==> config.mk <==
export PLATFORM = sky130hd
export DESIGN_NAME = fetch_queue
export DESIGN_NICKNAME = d
export VERILOG_FILES = /design/src/rtl/fetch_queue.sv
export SDC_FILE = /design/constraint.sdc
export NUM_CORES = 1
export LEC_CHECK = 0
export CORE_UTILIZATION = 45
export DETAILED_ROUTE_END_ITERATION = 8
export GPL_TIMING_DRIVEN = 0
export PLACE_DENSITY_LB_ADDON = 0.2
export SLEW_MARGIN = 20
export SYNTH_ARGS = -nofsm -noshare
export SYNTH_HDL_FRONTEND = slang
export SYNTH_SLANG_ARGS = --single-unit
==> constraint.sdc <==
create_clock -name clk -period 2.75 [get_ports clk]
set_input_delay 0.275 -clock clk [delete_from_list [all_inputs] [get_ports clk]]
set_output_delay 0.275 -clock clk [all_outputs]
set_load 0.005 [all_outputs]
==> src/rtl/fetch_queue.sv <==
// Purpose: decoupling FIFO between fetch and decode; drops stale-epoch bundles and empties on flush.
// Latency: a written bundle appears at out_* one cycle after its push; no flow-through path.
// Backpressure: in_ready = (count != DEPTH) from registered count; a same-cycle pop never frees a slot.
//
// Ports:
//   clk, rst_n       clock; asynchronous active-low reset
//   flush            redirect pulse; empties the queue and toggles the expected epoch
//   in_*             fetch bundle {pc, inst, epoch, pred_taken, pred_target} with valid/ready
//   out_*            head bundle to decode with valid/ready
//   count            current occupancy
//   drop_cnt         saturating count of stale-epoch bundles discarded
module fetch_queue #(
  parameter int DEPTH = 4,
  parameter int CNT_W = 16
) (
  input  logic                       clk,
  input  logic                       rst_n,
  input  logic                       flush,
  input  logic                       in_valid,
  output logic                       in_ready,
  input  logic [31:0]                in_pc,
  input  logic [31:0]                in_inst,
  input  logic                       in_epoch,
  input  logic                       in_pred_taken,
  input  logic [31:0]                in_pred_target,
  output logic                       out_valid,
  input  logic                       out_ready,
  output logic [31:0]                out_pc,
  output logic [31:0]                out_inst,
  output logic                       out_epoch,
  output logic                       out_pred_taken,
  output logic [31:0]                out_pred_target,
  output logic [$clog2(DEPTH+1)-1:0] count,
  output logic [CNT_W-1:0]           drop_cnt
);

  localparam int PW = $clog2(DEPTH);
  localparam int CW = $clog2(DEPTH+1);
  localparam int EW = 32 + 32 + 1 + 1 + 32;
  localparam logic [CW-1:0] FULL = CW'(DEPTH);

  logic [EW-1:0]    mem [DEPTH];
  logic [PW-1:0]    head;
  logic [PW-1:0]    tail;
  logic             epoch_q;
  logic [CW-1:0]    count_q;
  logic [CW-1:0]    count_nxt;

  logic push;
  logic pop;
  logic stale;
  logic wr;
  logic drop;

  assign in_ready  = (count_q != FULL);
  assign out_valid = (count_q != '0);
  assign count     = count_q;

  assign push  = in_valid & in_ready;
  assign pop   = out_valid & out_ready;
  assign stale = (in_epoch != epoch_q);
  // A flush discards the push outright, so it neither writes nor counts as a drop.
  assign wr    = push & ~stale & ~flush;
  assign drop  = push &  stale & ~flush;

  assign {out_pc, out_inst, out_epoch, out_pred_taken, out_pred_target} = mem[head];

  always_comb begin
    count_nxt = count_q;
    case ({wr, pop})
      2'b10:   count_nxt = count_q + CW'(1);
      2'b01:   count_nxt = count_q - CW'(1);
      default: count_nxt = count_q;
    endcase
  end

  always_ff @(posedge clk or negedge rst_n) begin
    if (!rst_n) begin
      head     <= '0;
      tail     <= '0;
      count_q  <= '0;
      epoch_q  <= 1'b0;
      drop_cnt <= '0;
      for (int i = 0; i < DEPTH; i++) begin
        mem[i] <= '0;
      end
    end else if (flush) begin
      // Decode still sees its handshake complete, but a pop here changes nothing.
      head    <= '0;
      tail    <= '0;
      count_q <= '0;
      epoch_q <= ~epoch_q;
    end else begin
      if (wr) begin
        mem[tail] <= {in_pc, in_inst, in_epoch, in_pred_taken, in_pred_target};
        tail      <= tail + PW'(1);
      end
      if (pop) begin
        head <= head + PW'(1);
      end
      count_q <= count_nxt;
      if (drop && (drop_cnt != '1)) begin
        drop_cnt <= drop_cnt + CNT_W'(1);
      end
    end
  end

endmodule
==> results.json, run 1 <==
{
  "outcome": "complete, no violations",
  "fin_crit_sh": 0.970,
  "setup_viol": 0,
  "numClockSinks": 416,
  "reg2reg_to": "mem[327]",
  "die_h_um": 203,
  "drt_iter0_drc": 332,
  "area_delta_synth_final_pct": 26.1,
  "htree_levels": 2,
  "fill_cells": 3149,
  "drc": 0,
  "fin_cells": 1921,
  "reg2reg_depth": 6,
  "final_hold_viol_count": 0,
  "slowest_stage": "clkdlybuf4s50_1",
  "place_area_um2": 21100,
  "dpl.cell_count": 1831,
  "routedWlPerCell_um": 20.7,
  "hold_class": "in2async",
  "combPwrFrac": 0.361,
  "rows": 73,
  "worst_ep_arrival_time_ps": 2390,
  "p_int_mw": 18.4,
  "antenna_found_initial": 3,
  "floorplan.initialDensity": 0.457,
  "swShare": 0.263,
  "cts-root-buf": "clkbuf_16",
  "p_sw_mw": 6.59,
  "gp_congestion": 0.773,
  "end_kind": "primary output",
  "crit_fanout": 10,
  "drt_wl_total_um": 39800,
  "vias_per_cell": 5.41,
  "cp-start-kind": "flop",
  "io_pins": 222,
  "syn_inst": 1081,
  "yosysSeqAreaShare": 0.574,
  "slew_viol_final": 0,
  "p_total_mw": 25.0,
  "fmaxAchievable_mhz": 375,
  "grt_pass1_vias": 11400,
  "cts_max_path_buffers": 3,
  "crit_path_max_incr_delay_ps": 540,
  "relSlewSlack": 0.543,
  "multi_input_area_um2": 7370,
  "tightest_slew_ps": 684,
  "rsz0062_at_grt": "no",
  "clk_latency_ps": 570,
  "synth_top_cell_by_area": "dfrtp_1",
  "yosysUniqueCellTypes": 41,
  "cap_violations": 0,
  "grt_pass1_wl_um": 64400,
  "drt_pre_antenna_iters": 6,
  "tns_ps": 0,
  "finalInstanceArea_um2": 22900,
  "synthArstFlopShare": 1.00,
  "power_frac_seq": 0.385,
  "drt.antenna.violating_nets": 0,
  "dieWidth_um": 203,
  "peakVddDrop_uv": 621,
  "period_needed_ps": 2670,
  "drive_above_1_share": 0.463,
  "num_vias": 10400,
  "hpwl_um": 26200,
  "syn_area_per_cell_um2": 16.8,
  "grt_max_degree": 94,
  "clkTransAtPathRegs_ps": 60,
  "pwr_density_cell_nw_per_um2": 1090,
  "reg2reg_slack_ps": 170,
  "clkPwrFrac": 0.254,
  "io_buffer_count": 221,
  "path_cells": "buf_4 > buf_6 > mux4_2 > clkdlybuf4s50_1",
  "fin_skew_ps": 19.9,
  "final_common_cell": "dfrtp_1",
  "r2r_start": "count[0]",
  "core_area_um2": 39700,
  "regArea_um2": 10400,
  "whs_ps": 255,
  "power_leakage_nw": 10.2,
  "synth_area_leaders": "dfrtp_1 (57%), mux2_2 (24%), mux4_2 (12%)",
  "dieArea_um2": 41100,
  "overflow": 0,
  "synth_fp_nets": 1190,
  "required_ps": 2480,
  "cts_tree": "done",
  "syn_area_um2": 18100,
  "grtUsageTotal": 0.202,
  "yosysWarnings": 0,
  "synth-edff-count": 0,
  "yosys_register_bits": 416,
  "crit_type": "reg2out",
  "nets": 1466,
  "yosysTopAreaCellShare": 0.574,
  "final_cell_mix": "dfrtp_1 (414), mux2_2 (390), clkdlybuf4s50_1 (218)",
  "cts_buffers": 46,
  "synth_flop_cell": "dfrtp_1"
}
-- worst max-delay path: cells and delay by family (launching register included) --
family	cells	cell delay, ps
flip-flops	1	420
buffers and inverters	3	890
multiplexers	1	510
-- worst max path at each step --
stage / start / to / slack (ps) / depth (start not counted)
after CTS: head[0] / out_inst[18] / 3 / 4
final: head[0] / out_pred_target[8] / 80 / 4
after global placement: rst_n / mem[120] / -16920 / 1
after floorplan: count[0] / count[2] / 630 / 7
after detailed placement: head[1] / out_pc[21] / -670 / 5
after global routing: head[0] / out_pred_target[8] / 2 / 4
-- layer usage --
metal / vias to the layer above / wire, um / GRT usage
li1: 4616 / - / -
met1: 5500 / 17700 / 0.275
met2: 197 / 19200 / 0.324
met3: 69 / 2010 / 0.0461
met4: 4 / 841 / 0.0585
met5: - / 31 / 0
-- layout make-up --
class                           count  share of cell area
Buffer                             63              0.0183
Clock inverter                     15             0.00668
Inverter                            5            0.000821
Sequential cell                   416               0.455
Tap cell                          525              0.0287
Multi-Input combinational cell    595               0.322
Antenna cell                        1            0.000109
Clock buffer                       71              0.0634
Timing Repair Buffer              230               0.104
-- flip-flops by register name, summed over array words and instances (netlist names) --
name	flops
mem	392
head	2
tail	2
count	3
epoch_q	1
drop_cnt	16
-- Yosys cell counts, drive strengths merged, types with 2 or more instances --
library cell,n
buf,53
dfrtp,416
or3,2
nand2b,2
and3,5
nor2,13
inv,5
mux4,98
a21oi,2
nand4b,2
xor2,5
mux2,394
clkbuf,12
nor3,4
nor4b,2
a31oi,3
xnor2,14
ha,5
nand4,9
mux2i,3
nand2,9
nand3,11
-- repair_timing --
action / 4_1_cts / 5_1_grt
setup endpoints to repair: 98 / 17
resized for setup: 37 / 5
endpoints found under the hold margin: 70 / 0
buffers inserted: 4 / 0
hold buffers: 1 / 0
-- kinds of logic (layout without fill, tap and decap cells) --
logic type,count (synthesis),in the layout,synth area share
mux,495,495,0.368
flops,416,416,0.574
buf+inv,70,384,0.0198
simple gates,64,64,0.0206
xor+xnor,19,19,0.00917
compound gates,11,11,0.00407
fa+ha+maj,6,6,0.00455
other cells,0,1,0
-- stage by stage --
step,utilization,worst slack (ps)
2_1_floorplan,-,627
3_3_place_gp,0.529,-16920
3_5_place_dp,0.532,-673
4_1_cts,0.575,2.99
5_1_grt,0.576,2.43
6_report,0.576,81.5
-- power groups by stage --
stage	Sequential (mW)	Combinational, mW	Clock (mW)
after floorplan	9.32	5.26	0
after global placement	9.66	8.85	0
after detailed placement	9.71	9.02	0
after CTS	9.63	9.21	6.55
after global routing	9.95	9.72	6.78
final	9.63	9.03	6.37
Note: power is estimated with default switching activity, not from simulation.
==> run 2: changes to the inputs <==
--- a/config.mk
+++ b/config.mk
@@ -7,7 +7,6 @@
 export LEC_CHECK = 0
 export CORE_UTILIZATION = 45
 export DETAILED_ROUTE_END_ITERATION = 8
-export GPL_TIMING_DRIVEN = 0
 export PLACE_DENSITY_LB_ADDON = 0.2
 export SLEW_MARGIN = 20
 export SYNTH_ARGS = -nofsm -noshare
==> constraint.sdc (replaced) <==
create_clock -name clk -period 2.65 [get_ports clk]
set_input_delay 0.265 -clock clk [delete_from_list [all_inputs] [get_ports clk]]
set_output_delay 0.265 -clock clk [all_outputs]
set_load 0.005 [all_outputs]
==> run 2 against run 1 <==
Non-clock buffer count down 2. Via count rose by 0.26%. Global-route usage is 0.17 points lower. Largest power group unchanged. Register-to-register slack improved by 160 ps. Flip-flop and latch count unchanged. Largest cell class unchanged. Critical path type unchanged.
==> results.json, run 2 (synthesized netlist as in run 1, its figures left out) <==
{
  "outcome": "complete, no violations",
  "cts_max_path_buffers": 3,
  "cap_violations": 0,
  "hpwl_um": 25000,
  "cts_buffers": 45,
  "grtUsageTotal": 0.200,
  "setup_viol": 0,
  "drt_pre_antenna_iters": 6,
  "reg2reg_slack_ps": 330,
  "die_h_um": 203,
  "grt_max_degree": 83,
  "fill_cells": 3111,
  "fin_skew_ps": 16.4,
  "drive_above_1_share": 0.456,
  "routedWlPerCell_um": 20.8,
  "dieWidth_um": 203,
  "rows": 73,
  "slew_viol_final": 0,
  "grt_pass1_vias": 11300,
  "overflow": 0,
  "numClockSinks": 416,
  "core_area_um2": 39700,
  "crit_fanout": 10,
  "r2r_start": "count[0]",
  "cts-root-buf": "clkbuf_16",
  "path_cells": "buf_4 > buf_12 > mux4_2 > clkdlybuf4s50_1",
  "drt.antenna.violating_nets": 0,
  "antenna_found_initial": 2,
  "clkTransAtPathRegs_ps": 60,
  "slowest_stage": "mux4_2",
  "dpl.cell_count": 1809,
  "area_delta_synth_final_pct": 26.8,
  "required_ps": 2380,
  "whs_ps": 259,
  "drc": 0,
  "endpoint": "out_pred_target[30]",
  "clk_latency_ps": 560,
  "fin_cells": 1909,
  "relSlewSlack": 0.603,
  "period_needed_ps": 2590,
  "io_buffer_count": 221,
  "tns_ps": 0,
  "vias_per_cell": 5.45,
  "io_pins": 222,
  "grt_pass1_wl_um": 64300,
  "tightest_slew_ps": 592,
  "final_common_cell": "dfrtp_1",
  "fmaxAchievable_mhz": 386,
  "hold_class": "in2async",
  "drt_iter0_drc": 388,
  "crit_path_max_incr_delay_ps": 550,
  "crit_start": "head[0]",
  "gp_congestion": 0.744,
  "num_vias": 10400,
  "power_leakage_nw": 10.6,
  "crit_type": "reg2out",
  "dieArea_um2": 41100,
  "rsz0062_at_grt": "no",
  "fin_crit_sh": 0.977,
  "final_cell_mix": "dfrtp_1 (414), mux2_2 (390), clkdlybuf4s50_1 (148)",
  "cts_tree": "done",
  "reg2reg_depth": 6,
  "regMostFlops": "mem",
  "htree_levels": 2,
  "largest_register_ffs": 392,
  "cp-start-kind": "flop",
  "reg2reg_to": "mem[254]",
  "floorplan.initialDensity": 0.457,
  "final_hold_viol_count": 0,
  "worst_ep_arrival_time_ps": 2320,
  "pwr_density_cell_nw_per_um2": 1090,
  "peakVddDrop_uv": 528,
  "end_kind": "primary output",
  "nets": 1463,
  "drt_wl_total_um": 39700
}
## run 2: changes by cell type in the layout (fill, tap and decap cells not counted), sizes merged, moves of 4 or more
cell	previous run	this run
clkdlybuf4s15	0	4
dlygate4sd2	0	59
buf	62	69
dlymetal6s2s	2	9
clkbuf	81	63
clkdlybuf4s50	218	148
## run 2: report_power, final
part	internal (mW)	leakage (nW)	switching, mW	total [mW]
clock network	3.47	0.683	2.43	5.90
logic	6.11	4.47	3.15	9.26
registers	8.82	5.41	1.21	10.0
total	18.4	10.6	6.79	25.2
## run 2: layout make-up
type,count,area [um^2],area share
well taps,525,657,0.0286
clock buffers,63,1250,0.0545
flip-flops and latches,416,10400,0.453
inverters,5,18.8,0.000816
multi-input cells,595,7390,0.321
repair buffers,291,3150,0.137
clock inverters,13,115,0.00500
diodes,1,2.50,0.000109
## run 2: metal layers
layer,GRT usage,vias up,part of all wire
met4,0.0604,2,0.021
met3,0.0441,55,0.051
met5,0,-,0.00043
met2,0.324,198,0.49
li1,-,4609,-
met1,0.270,5549,0.44
## run 2: worst min path at each step
| stage | start | slack, ps | endpoint | cells after the start |
|---|---|---|---|---|
| 3_5_place_dp | rst_n | 270 | mem[366] | 1 |
| 2_1_floorplan | rst_n | -30 | count[0] | 0 |
| 4_1_cts | rst_n | 280 | mem[366] | 2 |
| 3_3_place_gp | rst_n | 270 | mem[366] | 1 |
| 5_1_grt | rst_n | 300 | mem[366] | 2 |
| 6_report | rst_n | 260 | mem[366] | 2 |
## run 2: per-stage QoR
| step | utilization | total power, mW | setup WS [ps] | instance area, um^2 |
|---|---|---|---|---|
| 2_1_floorplan | - | 15.1 | 527 | 18100 |
| 3_3_place_gp | 0.539 | 19.5 | 288 | 21400 |
| 3_5_place_dp | 0.539 | 19.7 | 266 | 21400 |
| 4_1_cts | 0.576 | 25.5 | 0.693 | 22900 |
| 5_1_grt | 0.579 | 26.6 | 2.13 | 23000 |
| 6_report | 0.579 | 25.2 | 61.6 | 23000 |
## run 2: critical path: cells and delay by family (launching register included)
family                 cells  cell delay, ps
muxes                      1             550
DFF                        1             430
buffers and inverters      3             790
## run 2: what timing repair did
| item | 4_1_cts | 5_1_grt |
|---|---|---|
| hold endpoints to repair | 62 | 0 |
| resized for setup | 69 | 14 |
| setup endpoints to repair | 94 | 17 |
| hold buffers | 1 | 0 |
| cloned | 1 | 0 |
| setup buffers | 12 | 9 |
==> run 3: changes to the inputs <==
--- a/config.mk
+++ b/config.mk
@@ -8,6 +8,7 @@
 export CORE_UTILIZATION = 45
 export DETAILED_ROUTE_END_ITERATION = 8
 export PLACE_DENSITY_LB_ADDON = 0.2
+export RECOVER_POWER = 50
 export SLEW_MARGIN = 20
 export SYNTH_ARGS = -nofsm -noshare
 export SYNTH_HDL_FRONTEND = slang
==> run 3 against run 2 <==
Sequential power about the same. Critical path depth unchanged. Via count about the same. Largest power group unchanged. Register-to-register slack worse by 210 ps. Largest cell class unchanged.
==> results.json, run 3 (synthesized netlist as in run 1, its figures left out) <==
{
  "outcome": "complete, no violations",
  "setup_viol": 0,
  "period_needed_ps": 2590,
  "clk_latency_ps": 560,
  "crit_fanout": 10,
  "fin_skew_ps": 16.1,
  "vias_per_cell": 5.46,
  "final_hold_viol_count": 0,
  "crit_type": "reg2out",
  "cts_max_path_buffers": 3,
  "crit_buf_inv": 3,
  "relSlewSlack": 0.0551,
  "cts-root-buf": "clkbuf_16",
  "drc": 0,
  "slew_viol_final": 0,
  "drt.antenna.violating_nets": 0,
  "num_vias": 10400,
  "numClockSinks": 416,
  "reg2reg_to": "mem[298]",
  "rows": 73,
  "cp-start-kind": "flop",
  "required_ps": 2380,
  "dieWidth_um": 203,
  "clkTransAtPathRegs_ps": 60,
  "peakVddDrop_uv": 527,
  "finalInstanceArea_um2": 22900,
  "drt_iter0_drc": 390,
  "antenna_found_initial": 2,
  "tightest_slew_ps": 1420,
  "dieArea_um2": 41100,
  "fin_crit_sh": 0.979,
  "cts_buffers": 45,
  "slowest_stage": "mux4_2",
  "hold_class": "in2async",
  "floorplan.initialDensity": 0.457,
  "multi_input_area_um2": 7350,
  "io_buffer_count": 221,
  "cap_violations": 0,
  "io_pins": 222,
  "fmaxAchievable_mhz": 385,
  "reg2reg_slack_ps": 120,
  "regMostFlops": "mem",
  "grt_pass1_wl_um": 64300,
  "grtUsageTotal": 0.200,
  "htree_levels": 2,
  "place_area_um2": 21400,
  "path_cells": "buf_4 > buf_12 > mux4_2 > clkdlybuf4s50_1",
  "core_area_um2": 39700,
  "r2r_start": "count[0]",
  "fill_cells": 3133,
  "hpwl_um": 25000,
  "reg2reg_depth": 6,
  "routedWlPerCell_um": 20.8,
  "nets": 1463,
  "end_kind": "primary output",
  "final_common_cell": "dfrtp_1",
  "final_cell_mix": "dfrtp_1 (414), mux2_2 (390), clkdlybuf4s50_1 (129)",
  "final_util": 0.575,
  "path_delay_family": "buffers and inverters",
  "path_depth": 4,
  "tns_ps": 0,
  "worst_ep_arrival_time_ps": 2330,
  "grt_max_degree": 83,
  "crit_path_max_incr_delay_ps": 550,
  "drt_wl_total_um": 39700,
  "die_h_um": 203,
  "rsz0062_at_grt": "no",
  "largest_register_ffs": 392,
  "pwr_density_cell_nw_per_um2": 1100,
  "overflow": 0,
  "gp_congestion": 0.744,
  "regArea_um2": 10400,
  "grt_pass1_vias": 11300,
  "area_delta_synth_final_pct": 26.0,
  "cts_tree": "done",
  "drt_pre_antenna_iters": 4,
  "drive_above_1_share": 0.450,
  "power_leakage_nw": 10.5
}
-- run 3: cell types whose count changed in the layout (fill, tap and decap cells not counted), sizes merged --
cell           before  now
clkdlybuf4s50     148  129
dlygate4sd3         1   20
buf                69   56
clkbuf             63   76
-- run 3: timing repair --
item                                    4_1_cts  5_1_grt
buffers inserted                             12        9
endpoints found under the setup margin       94       17
resized for setup                            69       14
hold buffers                                  1        0
hold endpoints to repair                     62        0
gates cloned                                  1        0
-- run 3: final cells by class --
class	count	area share
timing repair buffer	291	0.133
clock inverter	13	0.00504
tap	525	0.0287
antenna	1	0.000109
clock buffer	63	0.0549
multi-input combinational	595	0.322
inverter	5	0.000821
sequential	416	0.456
-- run 3: worst max path at each step --
stage / from / slack [ps] / to
6_report: head[0] / 60 / out_pred_target[30]
5_1_grt: head[0] / 2 / out_pc[27]
4_1_cts: head[0] / 0.7 / out_pred_target[14]
3_5_place_dp: in_epoch / 270 / mem[250]
3_3_place_gp: in_epoch / 290 / mem[254]
2_1_floorplan: count[0] / 530 / count[2]
-- run 3: per-layer routing --
| metal | routed length [um] | GRT usage | part of all wire | vias to the layer above |
|---|---|---|---|---|
| li1 | - | - | - | 4605 |
| met1 | 17400 | 0.270 | 0.44 | 5547 |
| met2 | 19300 | 0.324 | 0.49 | 201 |
| met3 | 2030 | 0.0441 | 0.051 | 59 |
| met4 | 857 | 0.0604 | 0.022 | 2 |
| met5 | 17 | 0 | 0.00043 | - |
-- run 3: through the flow --
step / total power [mW] / cells / worst slack (ps) / hold WS, ps
6_report: 25.1 / 1909 / 55.3 / 245
5_1_grt: 26.6 / 1909 / 2.13 / 289
4_1_cts: 25.5 / 1899 / 0.693 / 282
3_5_place_dp: 19.7 / 1809 / 266 / 274
3_3_place_gp: 19.5 / 1809 / 288 / 266
2_1_floorplan: 15.1 / 1081 / 527 / -30.6
-- run 3: power by group --
part | total (mW) | switching, mW | leakage, nW | internal (mW)
Combinational | 9.19 | 3.14 | 4.41 | 6.05
Sequential | 10.0 | 1.21 | 5.41 | 8.82
Clock | 5.90 | 2.43 | 0.683 | 3.47
Total | 25.1 | 6.77 | 10.5 | 18.3
